`config.mk`:
```
export PLATFORM = sky130hd
export DESIGN_NAME = tdc_pulse_gen
export DESIGN_NICKNAME = d
export VERILOG_FILES = /design/src/rtl/tdc_pulse_gen.sv
export SDC_FILE = /design/constraint.sdc
export NUM_CORES = 1
export LEC_CHECK = 0
export ABC_AREA = 1
export BUFFER_PORTS_ARGS = -buffer_cell sky130_fd_sc_hd__buf_2
export CORE_AREA = 2 2 141 143
export DETAILED_ROUTE_END_ITERATION = 6
export DIE_AREA = 0 0 143 145
export MAX_ROUTING_LAYER = met4
export PLACE_DENSITY_LB_ADDON = 0.1
export SLEW_MARGIN = 20
export SYNTH_ARGS = -nofsm -noshare
export SYNTH_HDL_FRONTEND = slang
export SYNTH_SLANG_ARGS = --single-unit
```
`constraint.sdc`:
```
create_clock -name clk_fast -period 7.8 [get_ports clk_fast]
set_clock_uncertainty 0.15 [all_clocks]
set_input_delay 0 -clock clk_fast [delete_from_list [all_inputs] [get_ports clk_fast]]
set_output_delay 0 -clock clk_fast [all_outputs]
set_load 0.02 [all_outputs]
```
`src/rtl/tdc_pulse_gen.sv`:
```
// tdc_pulse_gen: self-test initiator and result reader for the TDC core.
// Each run fires a start/stop pair spaced by the programmed delay. It then waits
// for the TDC result, acknowledges it, and scores the coarse count against the
// programmed delay minus EXPECT_OFFSET. Pass/fail statistics cover the current batch.
// Optional build macro TDC_PULSE_GEN_SWEEP_EN: the delay steps up by one after
// every run, saturating at all-ones.
//
// state      | meaning
// IDLE       | waiting for go
// ARM        | waiting for the TDC to be idle (not busy, no stale result)
// DELAY      | start issued, counting d cycles to stop
// WAIT_VALID | stop issued, waiting for the result or the timeout
// NEXT       | result acked, deciding between another run and batch end
module tdc_pulse_gen #(
  parameter int COARSE_WIDTH   = 24,
  parameter int FINE_WIDTH     = 8,
  parameter int EXPECT_OFFSET  = 1,
  parameter int TIMEOUT_CYCLES = 1024
) (
  input  logic                    clk_fast,
  input  logic                    rst,
  input  logic                    go,
  input  logic [COARSE_WIDTH-1:0] delay_cfg,
  input  logic [15:0]             num_runs,
  output logic                    tdc_start,
  output logic                    tdc_stop,
  output logic                    tdc_ack,
  input  logic                    tdc_busy,
  input  logic                    tdc_valid,
  input  logic [COARSE_WIDTH-1:0] tdc_coarse,
  input  logic [FINE_WIDTH-1:0]   tdc_fine,
  output logic                    running,
  output logic                    done,
  output logic [15:0]             pass_count,
  output logic [15:0]             fail_count,
  output logic [COARSE_WIDTH-1:0] last_coarse,
  output logic [FINE_WIDTH-1:0]   last_fine,
  output logic                    err_timeout
);

  localparam int TW = $clog2(TIMEOUT_CYCLES + 1);
  localparam logic [COARSE_WIDTH-1:0] ONE_C   = 1;
  localparam logic [COARSE_WIDTH-1:0] EXP_OFF = COARSE_WIDTH'(EXPECT_OFFSET);
  localparam logic [15:0]             ONE_R   = 16'd1;
  localparam logic [TW-1:0]           ONE_T   = 1;
  localparam logic [TW-1:0]           T_LAST  = TW'(TIMEOUT_CYCLES - 1);

  typedef enum logic [2:0] {IDLE, ARM, DELAY, WAIT_VALID, NEXT} state_t;

  state_t                  state, state_nxt;
  logic [COARSE_WIDTH-1:0] d, d_nxt, dcnt, dcnt_nxt;
  logic [15:0]             runs, runs_nxt;
  logic [TW-1:0]           tcnt, tcnt_nxt;
  logic                    start_nxt, stop_nxt, ack_nxt, running_nxt, done_nxt, err_nxt;
  logic [15:0]             pass_nxt, fail_nxt;
  logic [COARSE_WIDTH-1:0] last_coarse_nxt;
  logic [FINE_WIDTH-1:0]   last_fine_nxt;

  // State, working counters and every output are registered here.
  always_ff @(posedge clk_fast or posedge rst) begin
    if (rst) begin
      state       <= IDLE;
      d           <= '0;
      dcnt        <= '0;
      runs        <= '0;
      tcnt        <= '0;
      tdc_start   <= 1'b0;
      tdc_stop    <= 1'b0;
      tdc_ack     <= 1'b0;
      running     <= 1'b0;
      done        <= 1'b0;
      pass_count  <= '0;
      fail_count  <= '0;
      last_coarse <= '0;
      last_fine   <= '0;
      err_timeout <= 1'b0;
    end else begin
      state       <= state_nxt;
      d           <= d_nxt;
      dcnt        <= dcnt_nxt;
      runs        <= runs_nxt;
      tcnt        <= tcnt_nxt;
      tdc_start   <= start_nxt;
      tdc_stop    <= stop_nxt;
      tdc_ack     <= ack_nxt;
      running     <= running_nxt;
      done        <= done_nxt;
      pass_count  <= pass_nxt;
      fail_count  <= fail_nxt;
      last_coarse <= last_coarse_nxt;
      last_fine   <= last_fine_nxt;
      err_timeout <= err_nxt;
    end
  end

  // Next-state and next-output decode; pulses default low, everything else holds.
  always_comb begin
    state_nxt       = state;
    d_nxt           = d;
    dcnt_nxt        = dcnt;
    runs_nxt        = runs;
    tcnt_nxt        = tcnt;
    start_nxt       = 1'b0;
    stop_nxt        = 1'b0;
    ack_nxt         = 1'b0;
    done_nxt        = 1'b0;
    running_nxt     = running;
    pass_nxt        = pass_count;
    fail_nxt        = fail_count;
    last_coarse_nxt = last_coarse;
    last_fine_nxt   = last_fine;
    err_nxt         = err_timeout;
    case (state)
      IDLE: begin
        if (go) begin
          d_nxt       = (delay_cfg == '0) ? ONE_C : delay_cfg;
          runs_nxt    = (num_runs == '0) ? ONE_R : num_runs;
          pass_nxt    = '0;
          fail_nxt    = '0;
          err_nxt     = 1'b0;
          running_nxt = 1'b1;
          state_nxt   = ARM;
        end
      end
      ARM: begin
        if (!tdc_busy && !tdc_valid) begin
          start_nxt = 1'b1;
          dcnt_nxt  = ONE_C;
          state_nxt = DELAY;
        end
      end
      DELAY: begin
        if (dcnt == d) begin
          stop_nxt  = 1'b1;
          tcnt_nxt  = '0;
          state_nxt = WAIT_VALID;
        end else begin
          dcnt_nxt = dcnt + ONE_C;
        end
      end
      WAIT_VALID: begin
        if (tdc_valid) begin
          last_coarse_nxt = tdc_coarse;
          last_fine_nxt   = tdc_fine;
          if (tdc_coarse == d - EXP_OFF) begin
            if (pass_count != 16'hFFFF) pass_nxt = pass_count + ONE_R;
          end else begin
            if (fail_count != 16'hFFFF) fail_nxt = fail_count + ONE_R;
          end
          ack_nxt   = 1'b1;
          state_nxt = NEXT;
        end else if (tcnt == T_LAST) begin
          err_nxt     = 1'b1;
          done_nxt    = 1'b1;
          running_nxt = 1'b0;
          state_nxt   = IDLE;
        end else begin
          tcnt_nxt = tcnt + ONE_T;
        end
      end
      NEXT: begin
        runs_nxt = runs - ONE_R;
`ifdef TDC_PULSE_GEN_SWEEP_EN
        if (d != '1) d_nxt = d + ONE_C;
`endif
        if (runs == ONE_R) begin
          done_nxt    = 1'b1;
          running_nxt = 1'b0;
          state_nxt   = IDLE;
        end else begin
          state_nxt = ARM;
        end
      end
      default: state_nxt = IDLE;
    endcase
  end

endmodule

```
== Word level (Yosys, flattened, before mapping) ==
Index checks and enable logic that the tools add are counted.

* Logic and storage cells: 112
* Register bits after elaboration: 148
* Output and inout bits: 70
* Bits of input ports: 77

* Reduce and logical (&&, ||, !) cells: 21
* Equal/unequal tests: 24
* $add $sub $neg: 6
* Mux-type cells: 46

{| class="wikitable"
|+ Operator list
! operator !! number
|-
| 16-bit 2-to-1 mux || 9
|-
| 16-bit case mux with 2 select lines || 3
|-
| 24-bit 2-to-1 mux || 3
|-
| 24-bit equality test || 2
|-
| 24-bit case mux with 2 select lines || 1
|-
| 11-bit 2-to-1 mux || 3
|-
| 16-bit by 1-bit adder with 16-bit output, second input constant || 2
|-
| 16-bit inequality test, second input constant || 2
|-
| 2-bit inequality test, second input constant || 13
|-
| 24-bit by 1-bit adder with 24-bit output, second input constant || 1
|-
| 24-bit logical NOT || 1
|-
| 24-bit by 1-bit subtractor with 24-bit output, second input constant || 1
|-
| 11-bit case mux with 2 select lines || 1
|-
| 1-bit 2-to-1 mux || 17
|-
| 16-bit by 1-bit equality test with 1-bit output, second input constant || 1
|-
| 16-bit logical NOT || 1
|-
| 16-bit by 1-bit subtractor with 16-bit output, second input constant || 1
|-
| 3-bit 2-to-1 mux || 5
|-
| 3-bit case mux with 5 select lines || 1
|-
| 5-bit AND reduction || 3
|-
| 4-bit AND reduction || 3
|-
| 11-bit by 1-bit adder with 11-bit output, second input constant || 1
|-
| 11-bit by 10-bit equality test with 1-bit output, second input constant || 1
|-
| 2-bit nonzero test || 4
|-
| other kinds (12) || 17
|}

== Logic depth before layout (Yosys ltp) ==
Gate-level depths: netlist of the first run.

* Word-level depth: 5
* Mapped depth: 18
* Gate-level depth less buffers: 17

== Worst setup path after synthesis of the first run ==
No wires, ideal clock.

* Kind: register to register
* Start: reg d[0]
* End: reg pass_count[2]
* Stages on the path, launching flop included: 17
* Path slack: 5527 ps
* Required time: 7532 ps
* Clock period less this slack: 2273 ps
* Arrival: 2005 ps
* Cells stage by stage: dfrtp_1 -> inv_1 -> ha_1 -> nand2_2 -> nor2_2 -> o21ai_1 -> nand2_1 -> nand2_1 -> nor2_1 -> nand3_1 -> nor2_1 -> nand3_1 -> nand2_4 -> nand3_4 -> buf_6 -> nand2_1 -> nand2_1

* Word-level cells in the longest chain between the ends: 4

{| class="wikitable"
|+ RTL lines
! what !! line !! RTL
|-
| from (decl) || 51 || <nowiki>logic [COARSE_WIDTH-1:0] d, d_nxt, dcnt, dcnt_nxt;</nowiki>
|-
| from (signal assigned) || 79 || <nowiki>d <= d_nxt;</nowiki>
|-
| 24-bit by 1-bit subtractor with 24-bit output || 145 || <nowiki>if (tdc_coarse == d - EXP_OFF) begin</nowiki>
|-
| 24-bit equality test || 145 ||
|-
| 2-bit inequality test (no source line) || -- ||
|-
| 5-bit AND reduction (no source line) || -- ||
|-
| to (signal assigned) || 88 || <nowiki>pass_count <= pass_nxt;</nowiki>
|-
| to (decl) || 34 || <nowiki>output logic [15:0] pass_count,</nowiki>
|}

Every way passes these cells.
A chain may end at the register's enable or synchronous reset.

== Final worst setup path of the first run ==
* Start: reg state[2]
* End: reg fail_count[15]

* Word-level cells in the longest chain between the ends: 3
* Elaborated cells between the ends (all ways): 9

{| class="wikitable"
|+ RTL lines
! what !! line !! RTL
|-
| from (decl) || 50 || <nowiki>state_t state, state_nxt;</nowiki>
|-
| from (signal assigned) || 78 || <nowiki>state <= state_nxt;</nowiki>
|-
| 3-bit by 2-bit equality test with 1-bit output / 3-bit logical NOT (equally long branches) || 113 || <nowiki>case (state)</nowiki>
|-
| 2-bit inequality test (no source line) / 2-bit nonzero test (equally long branches) || -- ||
|-
| 5-bit AND reduction (no source line) || -- ||
|-
| to (signal assigned) || 89 || <nowiki>fail_count <= fail_nxt;</nowiki>
|-
| to (decl) || 35 || <nowiki>output logic [15:0] fail_count,</nowiki>
|}

Parallel ways exist; a longest one is shown, timed or not.

==> results.md, run 1 <==
* Hold_ws at 0.0644 ns
* Slew margin rel. at 0.511
* Worst-path clk slew at 0.06 ns
* Most Used Layer, Global Route: met2
* Max incr delay on CP at 0.64 ns
* Worst vdd rail ir drop at 0.202 mV
* Most used DFF post-synth: dfrtp_1
* Slowest CP cell: nor2_4
* Synthesized area at 9420 um2
* CP startpoint kind: register
* DR pass1 iterations at 5
* Clk_lat worst skew at 0.43 ns
* # setup viols final at 0
* Die X at 143 um
* Final WL at 26300 um
* Routability cong. at 0.956
* First-pass GRT wire length at 44000 um
* # diodes at 0
* GRT Util Overall at 0.270
* Peak fanout along the critical path at 44
* Pin count of the biggest net entering global routing at 81
* Placed insts at 1694
* Final cell count without fillers at 1817
* Unique masters post-synth at 50
* Mean Syn Cell Area at 7.13 um2
* Number of synthesized flops with an enable pin at 0
* Overflow after GRT at 0
* Hold Path Class: in2async
* Core area at 19200 um2
* Leakage at 5.79 nW
* Cells after synthesis at 1321
* Min cycle time layout at 3.60 ns
* GR Util met1 at 0.379
* WL/cell at 14.5 um
* ANT nets after route at 0
* CTS tree: yes
* Drt drc at 0
* Fillers at 1728
* Outcome: completed
* Initial antenna violation count at 0
* Arrival time worst endpoint at 3.81 ns
* Setup TNS at 0 ns
* FFs w/ async S/R, synth at 1.00
* CP bufs+invs at 2
* H-tree depth at 4
* Met2 Use GR at 0.416
* CTS resizes at 0
* Seq/Total Area, Yosys at 0.393
* Critical Path Sink Type: register
* Met3 Track Usage GR at 0.0353
* Final hold viol count at 0
* DR vias/cell at 5.15
* Crit-path leading delay family: simple AND/OR/NAND/NOR gates
* Count leader, synth: nand2_1
* Top cells by count, synth: 424 x nand2_1, 148 x dfrtp_1, 148 x nor2_1
* Final Cycle Share at 0.461
* Critical path class: reg2reg
* Die footprint at 20700 um2
* RSZ-0062 raised after global routing: no
* Syn nets at 1405
* Row cnt at 51
* Input/output buffers at 146
* Share of layout cells above drive strength 1 at 0.139
* Chip height at 145 um
* Crit path cell chain: nor3_4 -> inv_2 -> nor2_4 -> inv_2 -> a41oi_2 -> nand2_2 -> nand2_4 -> nand2_1 -> nand2_1
* Syn-to-layout area delta at 25.9%
* Initial Util at 0.490
* Deepest clock path buffer count at 2
* #FFs+latches synth at 148
* DPL Wire Length at 18200 um
* Area contributors post-synth: dfrtp_1 39%, nand2_1 17%, nor2_1 5.9%, xor2_1 5.1%, inv_1 5.0%
* Num CTS Buffers at 17
* Io pins at 147
* YS warnings at 0
* CTS Hold Bufs at 93
* Fmax at 0.278 GHz
* Worst path required time at 8.01 ns
* TritonCTS Sinks at 148
* Total number of vias at 9364
* # Post-CTS Setup Buffers at 0
* Vias in the first global route at 8830
* Max cap viols at 0
* Post-synth top area cell: dfrtp_1
* Synth top area share at 0.393
* Slew Limit Fails at 0
* Nets at 1625
* Slew of the pin with the lowest slew margin at 0.733 ns
* Clk root buf: clkbuf_16
* Drt first-iter violations at 715
* Pwr Density at 303 nW/um2
==> flip-flops by register name (all words and copies together) (netlist names) <==
register     count
done             1
err_timeout      1
tdc_ack          1
runs            16
tcnt            11
last_coarse     24
state            3
pass_count      16
last_fine        8
fail_count      16
tdc_stop         1
dcnt            24
d               24
tdc_start        1
running          1
==> layout make-up <==
class                           instances  area, um2  area share
Clock buffer                           22        474      0.0400
Tap cell                              265        332      0.0280
Clock inverter                          8        126      0.0107
Sequential cell                       148       3700       0.312
Inverter                              131        497      0.0419
Timing Repair Buffer                  244       1700       0.144
Multi-Input combinational cell        999       5020       0.424
==> metal layers <==
layer  part of all wire  up-vias
met4              0.015        0
met5                  0        -
met3              0.041       34
met1               0.48     4386
met2               0.46      249
li1                   -     4695
==> cells by family after synthesis <==
kind of cell,count (synthesis),share of synthesized area
adder cells (fa/ha/maj),7,0.00930
buffers and inverters,174,0.0738
flip-flops,148,0.393
AND/OR/NAND/NOR,798,0.374
XOR/XNOR,91,0.0854
AO/OA/AOI/OAI,103,0.0640
==> worst paths after layout <==
| check | from | endpoint | slack [ns] | cells after the start |
|---|---|---|---|---|
| max | state[2]$_DFFE_PP0P_ | fail_count[15]$_DFFE_PP0P_ | 4.20 | 9 |
| min | rst | pass_count[4]$_DFFE_PP0P_ | 0.06 | 3 |
| max reg2reg | state[2]$_DFFE_PP0P_ | fail_count[15]$_DFFE_PP0P_ | 4.20 | 9 |
| min reg2reg | last_coarse[19]$_DFFE_PP0P_ | last_coarse[19]$_DFFE_PP0P_ | 0.32 | 2 |
| max in group asynchronous | rst | dcnt[9]$_DFFE_PP0P_ | 6.28 | 4 |
| min in group clk_fast | delay_cfg[19] | d[19]$_DFFE_PP0P_ | 0.18 | 4 |
==> stage by stage <==
stage               instance area (um2)  utilization  worst slack [ns]  power (mW)
finish                            11900        0.617              4.20        3.59
global route                      11900        0.617              3.85        3.87
CTS                               11900        0.617              4.18        3.60
detailed placement                10300        0.537              4.21        2.69
global placement                  10300        0.537              4.33        2.67
floorplan                          9420            -              3.67        2.30
==> worst min-delay path, stage by stage <==
cell	delay, ns
dlygate4sd3_1	0.53
buf_2	0.14
inv_6	0.45
==> power breakdown <==
group          internal [mW]  switching [mW]  total (mW)
clock                  0.525           0.320       0.845
combinational          0.507            1.02        1.53
sequential             0.973           0.242        1.22
total                   2.00            1.58        3.59
==> cell usage in the layout (no fill, tap or decap), drive strengths merged, types with 53 or more instances in the layout <==
| cell | instances |
|---|---|
| inv | 131 |
| nor2 | 163 |
| nand2 | 431 |
| dfrtp | 148 |
| buf | 151 |
| o21ai | 56 |
| dlygate4sd3 | 93 |
| nand4 | 53 |
| nand3 | 94 |
| xor2 | 56 |
No activity file was read; power rests on OpenSTA's default activity.
==> run 2: changes to the inputs <==
Settings changed: ABC_AREA 1 to 0, CORE_AREA 2 2 141 143 to 2 2 133 135, DIE_AREA 0 0 143 145 to 0 0 135 137.
Clock period 7.8 ns to 3.7 ns, I/O delays scaled along.
==> run 2 against run 1 <==
Compared with the run above: worst hold slack gained 0.019 ns; area after synthesis shrank 11%; cell count down 24%; power increased by 100%; clock power is 120% higher; sequential share of layout area increased by 3.1 points; first-iteration DRC count shrank 19%; register-to-register slack worse by 4.1 ns; global-route usage is 0.88 points lower; fmax up 0.75%; core utilization grew 1.6 points; via count shrank 17%; critical endpoint is now fail_count[0]$_DFFE_PP0P_.
==> results.md, run 2 <==
* Outcome: completed
* Worst vdd rail ir drop at 0.439 mV
* Post-synth top area cell: dfrtp_1
* Critical Path Sink Type: register
* Mean Syn Cell Area at 9.09 um2
* Peak fanout along the critical path at 7
* DR vias/cell at 5.63
* Synthesized area at 8360 um2
* Commonest cells after routing, fill and taps aside: 154 x nand2_1, 148 x dfrtp_1, 146 x buf_2, 77 x dlygate4sd3_1, 58 x nor2_1
* YS warnings at 0
* Post-synthesis mux area share at 0.0708
* Synth top area share at 0.443
* Critical path class: reg2reg
* GR Util met1 at 0.351
* ANT nets after route at 0
* Vias in the first global route at 7191
* Post-synthesis compound-gate area fraction at 0.106
* Clk root buf: clkbuf_16
* Input/output buffers at 146
* Slowest CP cell: a2111oi_2
* Setup TNS at 0 ns
* H-tree depth at 4
* CP startpoint kind: register
* GRT Util Overall at 0.262
* #FFs+latches synth at 148
* Routability cong. at 0.912
* Initial Util at 0.490
* Register Area at 3700 um2
* Slew Limit Fails at 0
* Core area at 17100 um2
* Top cells by count, synth: 154 x nand2_1, 148 x dfrtp_1, 58 x nor2_1
* Max cap viols at 0
* Total number of vias at 7736
* CTS tree: yes
* Chip height at 137 um
* Unique masters post-synth at 62
* Final hold viol count at 0
* Final WL at 23500 um
* Combinational family with the most area after synthesis: simple AND/OR/NAND/NOR gates
* Int Power at 4.49 mW
* Pwr Density at 680 nW/um2
* Biggest regs: d (24), dcnt (24), last_coarse (24)
* Fmax at 0.280 GHz
* Crit path cell chain: or4_4 -> or3_1 -> nor4_1 -> a211oi_2 -> a2111oi_2 -> and4bb_4 -> o21ai_1 -> mux2_2
* WL/cell at 17.1 um
* Most Used Layer, Global Route: met2
* Clk_lat worst skew at 0.42 ns
* Synth Area in XOR/XNOR at 0.0734
* Cells after synthesis at 919
* PnR Total Power at 7.34 mW
* Area contributors post-synth: dfrtp_1 44%, nand2_1 6.9%, xnor2_1 5.6%, mux2_2 4.4%, mux2i_1 2.6%
* Seq/Total Area, Yosys at 0.443
* Most used DFF post-synth: dfrtp_1
* Drt drc at 0
* Switching Power at 2.85 mW
* Die footprint at 18500 um2
* Io pins at 147
* Worst path required time at 3.86 ns
* DR pass1 iterations at 6
* Drt first-iter violations at 581
* Leading cell type in the layout, fill and taps excluded: nand2_1
* Number of synthesized flops with an enable pin at 0
* Fillers at 1469
* Slew of the pin with the lowest slew margin at 0.908 ns
* Max incr delay on CP at 0.56 ns
* Slew margin rel. at 0.395
* Pin count of the biggest net entering global routing at 119
* Syn-to-layout area delta at 29.2%
* Clock share of power at 0.252
* Count leader, synth: nand2_1
* Met2 Use GR at 0.406
* # diodes at 0
* Deepest clock path buffer count at 2
* Comb pwr share at 0.370
* # setup viols final at 0
* Final Cycle Share at 0.965
* Initial antenna violation count at 0
* Final core occ at 0.633
* DPL Wire Length at 15700 um
* Min cycle time layout at 3.57 ns
* Share of layout cells above drive strength 1 at 0.213
* Post-synthesis simple-gate area fraction at 0.264
* TritonCTS Sinks at 148
* R2R cell count at 8
* Nets at 1222
* Leakage at 4.74 nW
* Num CTS Buffers at 17
* Row cnt at 48
* First-pass GRT wire length at 36800 um
* Arrival time worst endpoint at 3.73 ns
* Synth Area in Adders at 0.0105
* Worst-path clk slew at 0.06 ns
* Hold Path Class: in2async
* Sw Share at 0.389
* Overflow after GRT at 0
* Die X at 135 um
* Area used by multi-input combinational logic at 4430 um2
* Flop pwr share at 0.379
* RSZ-0062 raised after global routing: no
* FFs w/ async S/R, synth at 1.00
* Met3 Track Usage GR at 0.0467
* Syn nets at 1003
## run 2: final cells by class
type,instances,area share
multi-input combinational,705,0.410
inverter,23,0.00834
timing repair buffer,243,0.155
clock inverter,10,0.0170
sequential,148,0.343
tap,225,0.0261
clock buffer,19,0.0401
## run 2: worst max-delay path, delay by kind of cell (launching register included)
family	cells	cell delay [ns]
AOI/OAI and AO/OA	3	0.75
DFF	1	0.46
muxes	1	0.31
and+or+nand+nor	4	1.80
## run 2: through the flow
stage	worst slack [ns]	hold slack, ns	cell area (um2)	std cells
after floorplan	0.305	-0.0446	8360	919
final	0.130	0.0831	10800	1373
after global routing	0.0397	0.135	10800	1373
after global placement	0.287	-0.0154	9360	1265
after detailed placement	0.181	-0.00793	9360	1265
after CTS	0.147	0.0843	10700	1371
## run 2: per-layer routing
metal | vias to the layer above | routed length [um]
met3 | 43 | 1390
met1 | 3708 | 10600
met2 | 252 | 11000
li1 | 3733 | -
met4 | 0 | 451
met5 | - | 0
## run 2: power by group through the flow
stage	clock, mW	combinational, mW	sequential, mW
5_1_grt	1.94	2.99	2.86
6_report	1.85	2.71	2.78
2_1_floorplan	0	1.77	2.76
4_1_cts	1.89	2.68	2.76
3_5_place_dp	0	2.60	2.78
3_3_place_gp	0	2.59	2.76
## run 2: cell families after synthesis
logic type               count (synthesis)
adder cells (fa/ha/maj)                  7
flip-flops                             148
XOR/XNOR                                70
multiplexers                            55
AND/OR/NAND/NOR                        435
buffers and inverters                   67
AO/OA/AOI/OAI                          137
## run 2: timing repair
item / CTS / global route
hold buffers: 77 / 0
endpoints found under the setup margin: 0 / 1
hold endpoints to repair: 108 / 0
setup buffers: 0 / 1
resized for setup: 0 / 3
## run 2: path summary, 6_finish.rpt
kind / start / endpoint / slack [ns]
max in group asynchronous: rst / pass_count[11]$_DFFE_PP0P_ / 2.27
min in group clk_fast: delay_cfg[12] / d[12]$_DFFE_PP0P_ / 0.18
hold reg to reg: last_coarse[13]$_DFFE_PP0P_ / last_coarse[13]$_DFFE_PP0P_ / 0.35
hold / removal: rst / last_fine[7]$_DFFE_PP0P_ / 0.08
setup reg to reg: d[10]$_DFFE_PP0P_ / fail_count[0]$_DFFE_PP0P_ / 0.13
setup / recovery: d[10]$_DFFE_PP0P_ / fail_count[0]$_DFFE_PP0P_ / 0.13
